==> src/rtl/hazard_pkg.sv <==
// rtl/hazard_pkg.sv - shared hazard-control types: FSM states, register-zero, forward-select codes
package hazard_pkg;

  typedef enum logic [1:0] {
    ST_RUN        = 2'd0,
    ST_LOAD_STALL = 2'd1,
    ST_FLUSH      = 2'd2,
    ST_MEM_WAIT   = 2'd3
  } hazard_state_e;

  localparam logic [4:0] REG_ZERO = 5'd0;

  localparam logic [1:0] FWD_REGFILE = 2'b00;
  localparam logic [1:0] FWD_EX_MEM  = 2'b10;
  localparam logic [1:0] FWD_MEM_WB  = 2'b01;

  typedef struct packed {
    logic pc_write;
    logic if_id_write;
    logic id_ex_bubble;
    logic if_id_flush;
    logic id_ex_flush;
    logic ex_mem_hold;
  } hazard_ctrl_t;

  // Free-running pipeline: fetch and decode advance, nothing squashed or held.
  function automatic hazard_ctrl_t ctrl_run();
    hazard_ctrl_t c;
    c              = '0;
    c.pc_write     = 1'b1;
    c.if_id_write  = 1'b1;
    return c;
  endfunction

endpackage

==> src/rtl/load_use_detect.sv <==
// rtl/load_use_detect.sv - combinational load-use hazard compare between ID sources and EX load
module load_use_detect
  import hazard_pkg::*;
(
  input  logic [4:0] id_rs1,
  input  logic [4:0] id_rs2,
  input  logic       id_uses_rs2,
  input  logic [4:0] id_ex_rd,
  input  logic       id_ex_memread,
  output logic       load_use
);

  logic rs1_match;
  logic rs2_match;

  assign rs1_match = (id_ex_rd == id_rs1);
  assign rs2_match = id_uses_rs2 & (id_ex_rd == id_rs2);

  // x0 is hardwired zero, so a load targeting it never creates a dependency.
  assign load_use = id_ex_memread & (id_ex_rd != REG_ZERO) & (rs1_match | rs2_match);

endmodule

==> src/rtl/pipeline_hazard_ctrl.sv <==
// rtl/pipeline_hazard_ctrl.sv - pipeline stall/flush/memory-wait controller; HAZARD_PERF_CNT_EN adds perf counters
module pipeline_hazard_ctrl
  import hazard_pkg::*;
#(
  parameter int MEM_TIMEOUT = 255
) (
  input  logic       clk,
  input  logic       rst,
  input  logic [4:0] id_rs1,
  input  logic [4:0] id_rs2,
  input  logic       id_uses_rs2,
  input  logic [4:0] id_ex_rd,
  input  logic       id_ex_memread,
  input  logic       ex_branch_taken,
  input  logic       mem_busy,
  output logic       pc_write,
  output logic       if_id_write,
  output logic       id_ex_bubble,
  output logic       if_id_flush,
  output logic       id_ex_flush,
  output logic       ex_mem_hold,
  output logic [1:0] state,
  output logic       mem_timeout
`ifdef HAZARD_PERF_CNT_EN
  ,
  output logic [31:0] stall_cnt,
  output logic [31:0] flush_cnt,
  output logic [31:0] wait_cnt
`endif
);

  localparam logic [7:0] TIMEOUT_LIM = 8'(MEM_TIMEOUT);

  hazard_state_e state_q;
  hazard_state_e state_next;
  hazard_ctrl_t  ctrl;
  logic [7:0]    wait_q;
  logic [7:0]    wait_next;
  logic          mem_timeout_q;
  logic          load_use;

  load_use_detect u_load_use_detect (
    .id_rs1        (id_rs1),
    .id_rs2        (id_rs2),
    .id_uses_rs2   (id_uses_rs2),
    .id_ex_rd      (id_ex_rd),
    .id_ex_memread (id_ex_memread),
    .load_use      (load_use)
  );

  always_ff @(posedge clk or posedge rst) begin
    if (rst) begin
      state_q       <= ST_RUN;
      wait_q        <= 8'd0;
      mem_timeout_q <= 1'b0;
    end else begin
      state_q <= state_next;
      wait_q  <= wait_next;
      if (mem_busy && (wait_next == TIMEOUT_LIM)) begin
        mem_timeout_q <= 1'b1;
      end
    end
  end

  always_comb begin
    wait_next = 8'd0;
    if (mem_busy) begin
      wait_next = (wait_q == 8'hFF) ? 8'hFF : wait_q + 8'd1;
    end
  end

  // Priority is mem_busy > branch > load-use; stalled or squashed ID slots ignore load-use.
  always_comb begin
    ctrl       = ctrl_run();
    state_next = ST_RUN;
    if (rst) begin
      ctrl       = ctrl_run();
      state_next = ST_RUN;
    end else if (mem_busy) begin
      ctrl.pc_write    = 1'b0;
      ctrl.if_id_write = 1'b0;
      ctrl.ex_mem_hold = 1'b1;
      state_next       = ST_MEM_WAIT;
    end else if (ex_branch_taken) begin
      ctrl.if_id_flush = 1'b1;
      ctrl.id_ex_flush = 1'b1;
      state_next       = ST_FLUSH;
    end else if (load_use && (state_q == ST_RUN || state_q == ST_MEM_WAIT)) begin
      ctrl.pc_write     = 1'b0;
      ctrl.if_id_write  = 1'b0;
      ctrl.id_ex_bubble = 1'b1;
      state_next        = ST_LOAD_STALL;
    end
  end

  assign pc_write     = ctrl.pc_write;
  assign if_id_write  = ctrl.if_id_write;
  assign id_ex_bubble = ctrl.id_ex_bubble;
  assign if_id_flush  = ctrl.if_id_flush;
  assign id_ex_flush  = ctrl.id_ex_flush;
  assign ex_mem_hold  = ctrl.ex_mem_hold;
  assign state        = state_q;
  assign mem_timeout  = mem_timeout_q;

`ifdef HAZARD_PERF_CNT_EN
  always_ff @(posedge clk or posedge rst) begin
    if (rst) begin
      stall_cnt <= 32'd0;
      flush_cnt <= 32'd0;
      wait_cnt  <= 32'd0;
    end else begin
      if (ctrl.id_ex_bubble) stall_cnt <= stall_cnt + 32'd1;
      if (ctrl.if_id_flush)  flush_cnt <= flush_cnt + 32'd1;
      if (ctrl.ex_mem_hold)  wait_cnt  <= wait_cnt + 32'd1;
    end
  end
`endif

endmodule

==> config.mk <==
export PLATFORM = sky130hd
export DESIGN_NAME = pipeline_hazard_ctrl
export DESIGN_NICKNAME = d
export VERILOG_FILES = /design/src/rtl/hazard_pkg.sv /design/src/rtl/load_use_detect.sv /design/src/rtl/pipeline_hazard_ctrl.sv
export SDC_FILE = /design/constraint.sdc
export NUM_CORES = 1
export LEC_CHECK = 0
export ABC_CLOCK_PERIOD_IN_PS = 2500
export CAP_MARGIN = 20
export CELL_PAD_IN_SITES_DETAIL_PLACEMENT = 1
export CELL_PAD_IN_SITES_GLOBAL_PLACEMENT = 1
export CORE_ASPECT_RATIO = 0.7
export CORE_UTILIZATION = 29
export DETAILED_ROUTE_END_ITERATION = 10
export HOLD_SLACK_MARGIN = 0.1
export PLACE_DENSITY = 0.74
export REMOVE_ABC_BUFFERS = 1
export SLEW_MARGIN = 5
export SYNTH_ARGS = -nofsm -noshare
export SYNTH_HDL_FRONTEND = slang
export SYNTH_SLANG_ARGS = --single-unit
==> constraint.sdc <==
create_clock -name clk -period 2.5 [get_ports clk]
set_clock_uncertainty 0.1 [all_clocks]
set_input_delay 0.625 -clock clk [delete_from_list [all_inputs] [get_ports clk]]
set_output_delay 0.625 -clock clk [all_outputs]
set_load 0.02 [all_outputs]
Word-level counts from Yosys, hierarchy flattened
Cells that the tools add are included.
W data, S select, Z words.
{"block": "word_totals", "wordCells": 31, "output_inout_bits": 9, "inputBits": 21, "regBits": 11}
{"block": "op_classes", "n_eq_ne": 5, "reduce_logical": 5, "muxes": 13, "n_bitwise": 4, "add_sub_neg": 1}
{"op": "$eq A8 B8 Y1 const B", "count": 2}
{"op": "$mux W8", "count": 2}
{"op": "$eq A5 B5 Y1", "count": 2}
{"op": "$mux W2", "count": 5}
{"op": "$mux W3", "count": 3}
{"op": "$add A8 B1 Y8 const B", "count": 1}
{"op": "$mux W6", "count": 1}
{"op": "$reduce_bool A5 Y1", "count": 1}
{"op": "$and A1 B1 Y1", "count": 3}
{"op": "$eq A2 B2 Y1 const B", "count": 1}
{"op": "$logic_and A1 B1 Y1", "count": 2}
{"op": "$logic_not A2 Y1", "count": 1}
{"op": "$mux W1", "count": 2}
{"op": "$logic_or A1 B1 Y1", "count": 1}
{"op": "$or A1 B1 Y1", "count": 1}

Logic depth before layout (Yosys ltp)
Gate-level depths: netlist of run 1.
{"block": "depth", "ltp_word": 9, "ltp_mapped": 5, "mapped_depth_nobuf": 5}

Hierarchy
Synthesis of run 1 repeated with hierarchy kept, for this count alone.
{"block": "hier_totals", "cells_unflattened": 73, "area_unflattened_um2": 691.9}
{"mod": "pipeline_hazard_ctrl", "cells_per_inst": 56, "seq_area_each_um2": 275.3, "instances": 1, "area_each_um2": 559.3}
{"mod": "load_use_detect", "cells_per_inst": 17, "seq_area_each_um2": 0.0, "instances": 1, "area_each_um2": 132.6}

Worst setup path before layout of run 1
Ideal clock, no wire load.
{"block": "synth_path", "path_type": "input port to output port", "start": "input id_ex_rd[2]", "end": "output pc_write", "path_stages": 5, "t_arrival_ns": 1.788, "required_ns": 1.775, "setup_slack_ns": -0.013, "path_buffers": 1, "path_cell_list": "xor2_1 > nor4_2 > a32oi_2 > a2bb2oi_1 > buf_4"}
{"block": "synth_via", "elab_chain_len": 9, "elab_cells_between_ends": 12, "cone_classes": "2 x eq/ne; 4 x mux; 4 x bitwise; 2 x reduce/logical"}
{"element": "from (decl)", "line_no": "pipeline_hazard_ctrl.sv:12", "rtl": "input logic [4:0] id_ex_rd,"}
{"element": "$eq A5 B5 Y1", "line_no": "load_use_detect.sv:17", "rtl": "assign rs2_match = id_uses_rs2 & (id_ex_rd == id_rs2);"}
{"element": "$and A1 B1 Y1", "line_no": "load_use_detect.sv:17"}
{"element": "$or A1 B1 Y1", "line_no": "load_use_detect.sv:20", "rtl": "assign load_use = id_ex_memread & (id_ex_rd != REG_ZERO) & (rs1_match | rs2_match);"}
{"element": "$and A1 B1 Y1 *", "line_no": "load_use_detect.sv:20"}
{"element": "$logic_and A1 B1 Y1 *", "line_no": "pipeline_hazard_ctrl.sv:88", "rtl": "end else if (load_use && (state_q == ST_RUN || state_q == ST_MEM_WAIT)) begin"}
{"element": "$mux W3 *", "line_no": "pipeline_hazard_ctrl.sv:88"}
{"element": "$mux W3 *", "line_no": "pipeline_hazard_ctrl.sv:84", "rtl": "end else if (ex_branch_taken) begin"}
{"element": "$mux W2 *", "line_no": "pipeline_hazard_ctrl.sv:79", "rtl": "end else if (mem_busy) begin"}
{"element": "$mux W6 *", "line_no": "pipeline_hazard_ctrl.sv:76", "rtl": "if (rst) begin"}
{"element": "to (decl)", "line_no": "pipeline_hazard_ctrl.sv:16", "rtl": "output logic pc_write,"}
Mark *: on every way between the ends. The rest lies on a longest branch, timed or not.

Worst setup path in the final report of run 1
{"block": "layout_path", "start": "input id_ex_rd[0]", "end": "output if_id_write"}
{"block": "layout_via", "elab_chain_len": 9, "elab_cells_between_ends": 12, "cone_classes": "2 x eq/ne; 4 x mux; 4 x bitwise; 2 x reduce/logical"}
{"element": "$eq A5 B5 Y1", "line_no": "load_use_detect.sv:17"}
{"element": "$and A1 B1 Y1", "line_no": "load_use_detect.sv:17"}
{"element": "$or A1 B1 Y1", "line_no": "load_use_detect.sv:20"}
{"element": "$and A1 B1 Y1 *", "line_no": "load_use_detect.sv:20"}
{"element": "$logic_and A1 B1 Y1 *", "line_no": "pipeline_hazard_ctrl.sv:88"}
{"element": "$mux W3 *", "line_no": "pipeline_hazard_ctrl.sv:88"}
{"element": "$mux W3 *", "line_no": "pipeline_hazard_ctrl.sv:84"}
{"element": "$mux W2 *", "line_no": "pipeline_hazard_ctrl.sv:79"}
{"element": "$mux W6 *", "line_no": "pipeline_hazard_ctrl.sv:76"}
{"element": "to (decl)", "line_no": "pipeline_hazard_ctrl.sv:17", "rtl": "output logic if_id_write,"}
Marks and branches as above.

==> flow_summary.json, run 1 <==
{
  "synth_top_area_frac": 0.389,
  "ys_ff_latch": 11,
  "setup_viol": 0,
  "avgSynthCellArea_um2": 8.96,
  "cts_buffers": 3,
  "path_clk_slew_ns": 0.07,
  "drt_wl_total_um": 2110,
  "rsz0062_at_grt": "true",
  "multi_input_area_um2": 424,
  "initial_utilization": 0.318,
  "drive_above_1_share": 0.314,
  "final_net_count": 141,
  "required_ns": 1.77,
  "yosysMostFrequentCell": "nor2_1",
  "io_pins": 30,
  "synth_flop_cell": "dfrtp_1",
  "drt_iter0_drc": 16,
  "num_antenna_cells": 0,
  "worstSetupStartpointType": "input pin",
  "syn2layout_area_growth_pct": 54.1,
  "cts_tree": "yes",
  "finalPower_uw": 429,
  "antenna_found_initial": 0,
  "synth_warnings": 0,
  "die_h_um": 43.3,
  "grt_pass1_vias": 719,
  "critPathMaxFanout": 3,
  "hold_path_class": "reg2reg",
  "fillers": 274,
  "worstPathArrival_ns": 1.76,
  "power.density_nw_per_um2": 393,
  "critical_path_buf_inv_count": 2,
  "grt_use_met2": 0.272,
  "fmax_mhz": 403,
  "synth_cell_types": 26,
  "critPathMaxStageDelay_ns": 0.31,
  "post_drt_wl_per_cell_um": 14.1,
  "yosysTopAreaCell": "dfrtp_1",
  "cp_top_family": "compound AO/OA/AOI/OAI gates",
  "synth.area.top_cells": "dfrtp_1 39%, xor2_1 12%, nor2_1 6.4%, a21oi_1 4.9%, xnor2_1 4.9%",
  "clk_latency_ns": 0.27,
  "first_pass_iters": 4,
  "drtAntennaViolNets": 0,
  "clockBufferDepth": 2,
  "h-tree-depth": 1,
  "tightest_slew_ns": 0.262,
  "async_flop_share": 1.00,
  "crit_slowest_cell": "nor4_2",
  "place_ws_ns": -0.802,
  "post-route-drc-count": 0,
  "gp_congestion": 0.747,
  "synthTopCellsByCount": "12 x nor2_1, 11 x dfrtp_1, 10 x xor2_1",
  "core.rowCount": 14,
  "crit_type": "in2out",
  "maxCapViolCount": 0,
  "coreArea_um2": 2220,
  "vias": 719,
  "cts_root_buffer": "clkbuf_4",
  "dpl.hpwl_um": 1760,
  "final-max-slew-violation-count": 0,
  "port_buffers": 29,
  "dieArea_um2": 2650,
  "die_w_um": 61.1,
  "grt_first_pass_wirelength_um": 3440,
  "hold_viol": 0,
  "met1_usage": 0.264,
  "grtUsageMet3": 0.0537,
  "grt.overflow.total": 0,
  "relSlewSlack": 0.824,
  "post_drt_via_cell_ratio": 4.79,
  "min_period_ns": 2.48,
  "synth_enable_flop_cells": 0,
  "period_share": 0.993,
  "grt-busiest-layer": "met2",
  "hold_buffers": 0,
  "grt_max_degree": 9,
  "track_usage": 0.180,
  "seq_area_um2": 275,
  "worstSetupEndpointType": "output pin",
  "status": "complete, no violations",
  "irDropWorstVdd_uv": 250,
  "synthesis.area_um2": 708,
  "cts.sink_count": 11,
  "ys_seq_area_frac": 0.389,
  "cp_cell_sequence": "buf_8 > xor2_2 > nor4_2 > a32oi_2 > a2bb2oi_2 > buf_6",
  "cellLeakagePower_nw": 0.502,
  "postSynthCellCount": 79,
  "fin_ws_ns": 0.0184
}
worst paths after layout:
check / from / to / slack (ns) / cells past startpoint
max: id_ex_rd[0] / if_id_write / 0.02 / 6
min: mem_timeout$_DFFE_PP0P_ / mem_timeout$_DFFE_PP0P_ / 0.40 / 1
max reg2reg: wait_q[0]$_DFF_PP0_ / mem_timeout$_DFFE_PP0P_ / 0.91 / 5
min reg2reg: mem_timeout$_DFFE_PP0P_ / mem_timeout$_DFFE_PP0P_ / 0.40 / 1
max in group asynchronous: rst / wait_q[1]$_DFF_PP0_ / 1.44 / 4
min in group asynchronous: rst / state[1]$_DFF_PP0_ / 0.73 / 4
metrics by stage:
stage               hold slack (ns)  instance area, um^2  utilization  setup TNS, ns  instances
finish                        0.399                 1090        0.490              0        150
global route                  0.426                 1090        0.490        -0.0235        150
CTS                           0.403                 1080        0.484              0        150
detailed placement            0.381                 1090        0.488          -3.36        146
global placement              0.377                 1090        0.488          -3.24        146
floorplan                     0.382                  688            -        -0.0703         76
repair_timing:
| action | 4_1_cts | 5_1_grt |
|---|---|---|
| gates resized for setup | 61 | 16 |
| buffers inserted | 0 | 0 |
| pin swaps | 9 | 8 |
| endpoints found under the setup margin | 6 | 5 |
per-layer routing:
| metal | up-vias | routed length [um] |
|---|---|---|
| met5 | - | 0 |
| li1 | 352 | - |
| met1 | 355 | 1070 |
| met3 | 0 | 77 |
| met4 | 0 | 0 |
| met2 | 12 | 964 |
state kept, by name (all words and copies together) (netlist names):
name / flops
state: 2
wait_q: 8
mem_timeout: 1
cells by family after synthesis:
logic type / share of synthesized area
AO/OA/AOI/OAI: 0.124
XOR/XNOR: 0.173
adder cells (fa/ha/maj): 0.0177
buffers and inverters: 0.0495
flip-flops: 0.389
multiplexers: 0.0141
AND/OR/NAND/NOR: 0.233
worst reg2reg max path: stages (launching register included):
cell and delay, ns:
dfrtp_1 0.43, ha_1 0.35, nor3b_1 0.15, a21oi_1 0.12, mux2i_1 0.08, a41o_1 0.24
cell usage in the layout (no fill, tap or decap):
cell type,count
a21oi_1,7
a2bb2oi_2,1
a31oi_1,1
a32oi_2,1
a41o_1,1
and3_1,3
buf_2,6
buf_4,10
buf_6,2
buf_8,1
clkbuf_1,1
clkbuf_2,4
clkbuf_4,3
clkdlybuf4s15_1,1
clkdlybuf4s15_2,1
clkdlybuf4s50_1,7
dfrtp_1,11
dlygate4sd2_1,5
dlymetal6s2s_1,1
ha_1,1
inv_1,1
inv_2,3
mux2i_1,1
nand2_1,3
nand3_1,2
nand3b_1,1
nand4_1,2
nor2_1,12
nor3_1,5
nor3_2,2
nor3b_1,1
nor4_2,1
o21ai_0,1
o22ai_1,1
xnor2_1,4
xor2_1,8
xor2_2,2
cell type report:
cell class	instances	share of cell area
Timing Repair Buffer	38	0.284
Clock buffer	4	0.0241
Sequential cell	11	0.252
Multi-Input combinational cell	61	0.389
Inverter	4	0.0138
Tap cell	32	0.0367
power by group:
| part | total (mW) | internal, mW | switching, mW |
|---|---|---|---|
| Combinational | 0.114 | 0.0594 | 0.0550 |
| Clock | 0.124 | 0.0618 | 0.0624 |
| Sequential | 0.190 | 0.184 | 0.00626 |
(Power assumes the default switching activity.)
==> inputs of run 2 (changes only) <==
- PLACE_DENSITY: 0.74 -> default
- PLACE_DENSITY_LB_ADDON: default -> 0.1
- TNS_END_PERCENT: default -> 100
==> run 2 against run 1 <==
Sequential share of layout area down 0.23 points. Non-clock buffer count fell by 1. Global-route usage rose by 0.41 points. Register-to-register slack is essentially flat. Critical path depth did not move. First-iteration DRC count down 19%. Wire length is 4.9% higher. Count of clock-buffer cells in the layout is the same. Final cell count decreased by 0.67%. Maximum frequency barely moved. Via count shrank 0.83%.
==> flow_summary.json, run 2 (same netlist as run 1, synthesis figures left out) <==
{
  "num_antenna_cells": 0,
  "tightest_slew_ns": 0.294,
  "worstSetupStartpointType": "input pin",
  "antenna_found_initial": 0,
  "initial_utilization": 0.318,
  "crit_type": "in2out",
  "clockBufferDepth": 2,
  "drt_wl_total_um": 2220,
  "wl_met3_um": 134,
  "io_pins": 30,
  "final-max-slew-violation-count": 0,
  "critPathMaxStageDelay_ns": 0.30,
  "path_clk_slew_ns": 0.07,
  "fillers": 263,
  "cts.sink_count": 11,
  "hold_path_class": "reg2reg",
  "cellLeakagePower_nw": 0.523,
  "die_w_um": 61.1,
  "post-route-util": 0.495,
  "grt.overflow.total": 0,
  "cp_top_family": "compound AO/OA/AOI/OAI gates",
  "vias": 713,
  "largest-register": "wait_q",
  "drtAntennaViolNets": 0,
  "worstSetupEndpointType": "output pin",
  "irDropWorstVdd_uv": 252,
  "post_drt_via_cell_ratio": 4.79,
  "status": "complete, no violations",
  "required_ns": 1.77,
  "grt_max_degree": 9,
  "grt_first_pass_wirelength_um": 3440,
  "wl_met2_um": 1110,
  "drt_iter0_drc": 13,
  "dieArea_um2": 2650,
  "cp_cell_sequence": "buf_6 > xor2_2 > nor4_2 > a32oi_2 > a2bb2oi_2 > buf_4",
  "min_period_ns": 2.48,
  "final_net_count": 140,
  "hold_buffers": 0,
  "cts_root_buffer": "clkbuf_4",
  "drive_above_1_share": 0.333,
  "maxCapViolCount": 0,
  "seqPwrFrac": 0.445,
  "dpl.hpwl_um": 1740,
  "hold_viol": 0,
  "clk_latency_ns": 0.27,
  "port_buffers": 29,
  "cts_buffers": 3,
  "core.rowCount": 14,
  "layout_common_cells": "12 x nor2_1, 11 x dfrtp_1, 10 x buf_4",
  "grt_pass1_vias": 757,
  "coreArea_um2": 2220,
  "power.density_nw_per_um2": 388,
  "holdPathStages": 1,
  "place_ws_ns": -0.844,
  "p_sw_frac": 0.290,
  "pwr-share-clk": 0.286,
  "post_drt_wl_per_cell_um": 14.9,
  "cp.depth": 6,
  "critPathMaxFanout": 3,
  "holdWs_ns": 0.372,
  "top_layer": "met3",
  "track_usage": 0.184,
  "die_h_um": 43.3,
  "cts_tree": "yes",
  "relSlewSlack": 0.804,
  "gp_congestion": 0.770,
  "power.switching_uw": 124,
  "largest_reg_flops": 8,
  "rsz0062_at_grt": "true",
  "critical_path_buf_inv_count": 2,
  "fmax_mhz": 403,
  "layout_commonest_cell": "nor2_1",
  "first_pass_iters": 4,
  "power.internal_uw": 303,
  "post-route-drc-count": 0,
  "reg2reg_depth": 5,
  "crit_slowest_cell": "nor4_2",
  "fin_ws_ns": 0.0169,
  "setup_viol": 0,
  "period_share": 0.993,
  "wl_met1_um": 973,
  "worstPathArrival_ns": 1.76,
  "syn2layout_area_growth_pct": 55.5,
  "power_frac_comb": 0.269,
  "h-tree-depth": 1
}
## run 2: changes by cell type in the layout (fill, tap and decap cells not counted), sizes merged
cell and delta:
dlymetal6s2s +2, buf +2, dlygate4sd2 -2, clkdlybuf4s50 -3, clkbuf -1, clkdlybuf4s15 +1
## run 2: power by group through the flow
stage | registers, mW | clock network [mW] | logic (mW)
3_3_place_gp | 0.193 | 0 | 0.113
4_1_cts | 0.190 | 0.126 | 0.115
5_1_grt | 0.191 | 0.135 | 0.125
6_report | 0.190 | 0.122 | 0.115
2_1_floorplan | 0.194 | 0 | 0.0462
3_5_place_dp | 0.194 | 0 | 0.118
## run 2: path summary, 6_finish.rpt
path                                         start                       to  slack (ns)
max                                      id_rs2[0]              if_id_write        0.02
min                        mem_timeout$_DFFE_PP0P_  mem_timeout$_DFFE_PP0P_        0.37
max reg2reg                    wait_q[0]$_DFF_PP0_  mem_timeout$_DFFE_PP0P_        0.92
min reg2reg                mem_timeout$_DFFE_PP0P_  mem_timeout$_DFFE_PP0P_        0.37
max in group asynchronous                      rst      wait_q[1]$_DFF_PP0_        1.67
min in group asynchronous                      rst      wait_q[6]$_DFF_PP0_        0.50
## run 2: timing repair
action	CTS	global route
gates resized for setup	75	14
setup endpoints to repair	6	3
buffers inserted	1	0
pin swaps	13	10
## run 2: per-stage QoR
stage          cell area [um^2]  std cells  TNS (ns)  total power [mW]
2_1_floorplan               688         76   -0.0703             0.241
3_3_place_gp               1070        144     -3.14             0.307
3_5_place_dp               1070        144     -3.37             0.311
4_1_cts                    1090        149   -0.0124             0.431
5_1_grt                    1100        149   -0.0412             0.451
6_report                   1100        149         0             0.427
## run 2: area by class of cell
class / instances / area, um^2 / area share
inverters: 4 / 15.0 / 0.0136
flip-flops and latches: 11 / 275 / 0.250
well taps: 32 / 40.0 / 0.0364
repair buffers: 37 / 298 / 0.270
multi-input cells: 61 / 447 / 0.406
clock buffers: 4 / 26.3 / 0.0239
## run 2: worst register-to-register path, delay by kind of cell, from the launching register on
| family | cells | cell delay, ns |
|---|---|---|
| multiplexers | 1 | 0.10 |
| adder cells (fa/ha/maj) | 1 | 0.34 |
| flip-flops | 1 | 0.42 |
| AO/OA/AOI/OAI | 2 | 0.37 |
| AND/OR/NAND/NOR | 1 | 0.15 |
## run 2: routing by layer
| metal | up-vias | GRT usage |
|---|---|---|
| li1 | 344 | - |
| met1 | 349 | 0.234 |
| met2 | 20 | 0.315 |
| met3 | 0 | 0.0537 |
| met4 | 0 | 0.0273 |
| met5 | - | 0 |
==> inputs of run 3 (changes only) <==
- CORE_MARGIN: default -> 4
==> run 3 against run 2 <==
Sequential cell count stayed put. Setup slack better by 0.012 ns. Critical path depth stayed put. Wire length is 2.7% higher. Non-clock buffer count is 2 higher. Sequential power hardly changed. Clock power hardly changed. Die area is 25% higher. Core utilization is 0.44 points lower. Hold slack better by 0.0085 ns. Highest routed layer is now met4.
==> flow_summary.json, run 3 (same netlist as run 1, synthesis figures left out) <==
{
  "largest-register": "wait_q",
  "r2r_slack_ns": 0.90,
  "power.density_nw_per_um2": 391,
  "grt_pass1_vias": 766,
  "p_sw_frac": 0.290,
  "drt_wl_total_um": 2280,
  "path_clk_slew_ns": 0.07,
  "pwr-share-clk": 0.291,
  "cts.sink_count": 11,
  "die_h_um": 49.3,
  "post-route-drc-count": 0,
  "rsz0062_at_grt": "false",
  "core.rowCount": 14,
  "track_usage": 0.153,
  "seqPwrFrac": 0.442,
  "cellLeakagePower_nw": 0.524,
  "setup_viol": 0,
  "fmax_mhz": 405,
  "required_ns": 1.77,
  "first_pass_iters": 4,
  "post_drt_wl_per_cell_um": 15.1,
  "layout_common_cells": "12 x nor2_1, 11 x dfrtp_1, 11 x buf_4",
  "min_period_ns": 2.47,
  "num_antenna_cells": 0,
  "status": "complete, no violations",
  "io_pins": 30,
  "drive_above_1_share": 0.294,
  "multi_input_area_um2": 424,
  "grt.overflow.total": 0,
  "coreArea_um2": 2240,
  "hold_path_class": "reg2reg",
  "setup-tns-final_ns": 0,
  "largest_reg_flops": 8,
  "setup.worst_path.end": "pc_write",
  "cts_tree": "yes",
  "clockBufferDepth": 2,
  "timing.rr.start": "wait_q[0]$_DFF_PP0_",
  "drt_iter0_drc": 5,
  "crit_type": "in2out",
  "power.internal_uw": 305,
  "antenna_found_initial": 0,
  "worstSetupEndpointType": "output pin",
  "worstSetupStartpointType": "input pin",
  "fillers": 286,
  "drtAntennaViolNets": 0,
  "dieArea_um2": 3310,
  "maxCapViolCount": 0,
  "irDropWorstVdd_uv": 228,
  "h-tree-depth": 1,
  "clk_latency_ns": 0.27,
  "critPathMaxFanout": 3,
  "vias": 717,
  "final-max-slew-violation-count": 0,
  "post_drt_via_cell_ratio": 4.75,
  "power_frac_comb": 0.267,
  "seq_area_um2": 275,
  "dpl.hpwl_um": 1840,
  "final_net_count": 142,
  "hold_buffers": 0,
  "period_share": 0.988,
  "initial_utilization": 0.316,
  "grt_max_degree": 9,
  "critPathLaunch": "id_rs1[4]",
  "port_buffers": 29,
  "reg2reg_depth": 5,
  "cts_buffers": 3,
  "grt_first_pass_wirelength_um": 3780,
  "relSlewSlack": 0.824,
  "die_w_um": 67.1,
  "finalPower_uw": 430,
  "gp_congestion": 0.712,
  "r2r_end": "mem_timeout$_DFFE_PP0P_",
  "fin_ws_ns": 0.0289,
  "place_ws_ns": -0.847,
  "power.switching_uw": 125,
  "hold_viol": 0,
  "layout_commonest_cell": "nor2_1",
  "syn2layout_area_growth_pct": 55.3,
  "cts_root_buffer": "clkbuf_4",
  "worstPathArrival_ns": 1.75,
  "tightest_slew_ns": 0.262
}
run 3: cell types whose count changed in the layout (fill, tap and decap cells not counted), sizes merged:
cell and change:
clkbuf -1, clkdlybuf4s15 -1, clkdlybuf4s50 +2, dlygate4sd2 +3
dlymetal6s2s -1
run 3: cell type report:
| class | count | share of cell area |
|---|---|---|
| clock buffers | 4 | 0.0239 |
| inverters | 4 | 0.0137 |
| multi-input cells | 61 | 0.386 |
| flip-flops and latches | 11 | 0.250 |
| well taps | 32 | 0.0364 |
| repair buffers | 39 | 0.290 |
run 3: per-layer routing:
metal  up-vias  wire length, um  global-route usage  share of wire
li1        351                -                   -              -
met1       340             1060               0.199           0.47
met2        21             1030               0.240           0.45
met3         5              164              0.0576          0.072
met4         0               19              0.0303         0.0084
met5         -                0                   0              0
run 3: repair_timing:
action | CTS | global route
endpoints found under the hold margin | 0 | 0
buffers inserted | 0 | 1
pin swaps | 12 | 7
gates resized for setup | 65 | 10
setup endpoints to repair | 6 | 6
run 3: power by group through the flow:
stage | Sequential (mW) | Combinational [mW] | Clock (mW)
3_3_place_gp | 0.193 | 0.117 | 0
5_1_grt | 0.191 | 0.125 | 0.145
4_1_cts | 0.190 | 0.115 | 0.131
3_5_place_dp | 0.194 | 0.120 | 0
6_report | 0.190 | 0.115 | 0.125
2_1_floorplan | 0.194 | 0.0462 | 0
run 3: worst min path at each step:
stage	from	to	slack (ns)	cells after the start
global route	rst	wait_q[1]$_DFF_PP0_	0.39	3
floorplan	wait_q[0]$_DFF_PP0_	wait_q[0]$_DFF_PP0_	0.38	1
global placement	mem_timeout$_DFFE_PP0P_	mem_timeout$_DFFE_PP0P_	0.36	1
finish	mem_timeout$_DFFE_PP0P_	mem_timeout$_DFFE_PP0P_	0.38	1
CTS	mem_timeout$_DFFE_PP0P_	mem_timeout$_DFFE_PP0P_	0.39	1
detailed placement	mem_timeout$_DFFE_PP0P_	mem_timeout$_DFFE_PP0P_	0.37	1
run 3: per-stage QoR:
stage	hold WS [ns]	util	instances	cell area, um^2
CTS	0.392	0.485	150	1090
global route	0.395	0.491	151	1100
finish	0.381	0.491	151	1100
floorplan	0.382	-	76	688
global placement	0.358	0.484	146	1090
detailed placement	0.370	0.484	146	1090
run 3: critical path, cell delays in order:
cell           delay [ns]
dlygate4sd2_1        0.24
xor2_1               0.17
nor3_2               0.08
a32oi_2              0.26
a2bb2oi_2            0.22
buf_6                0.15
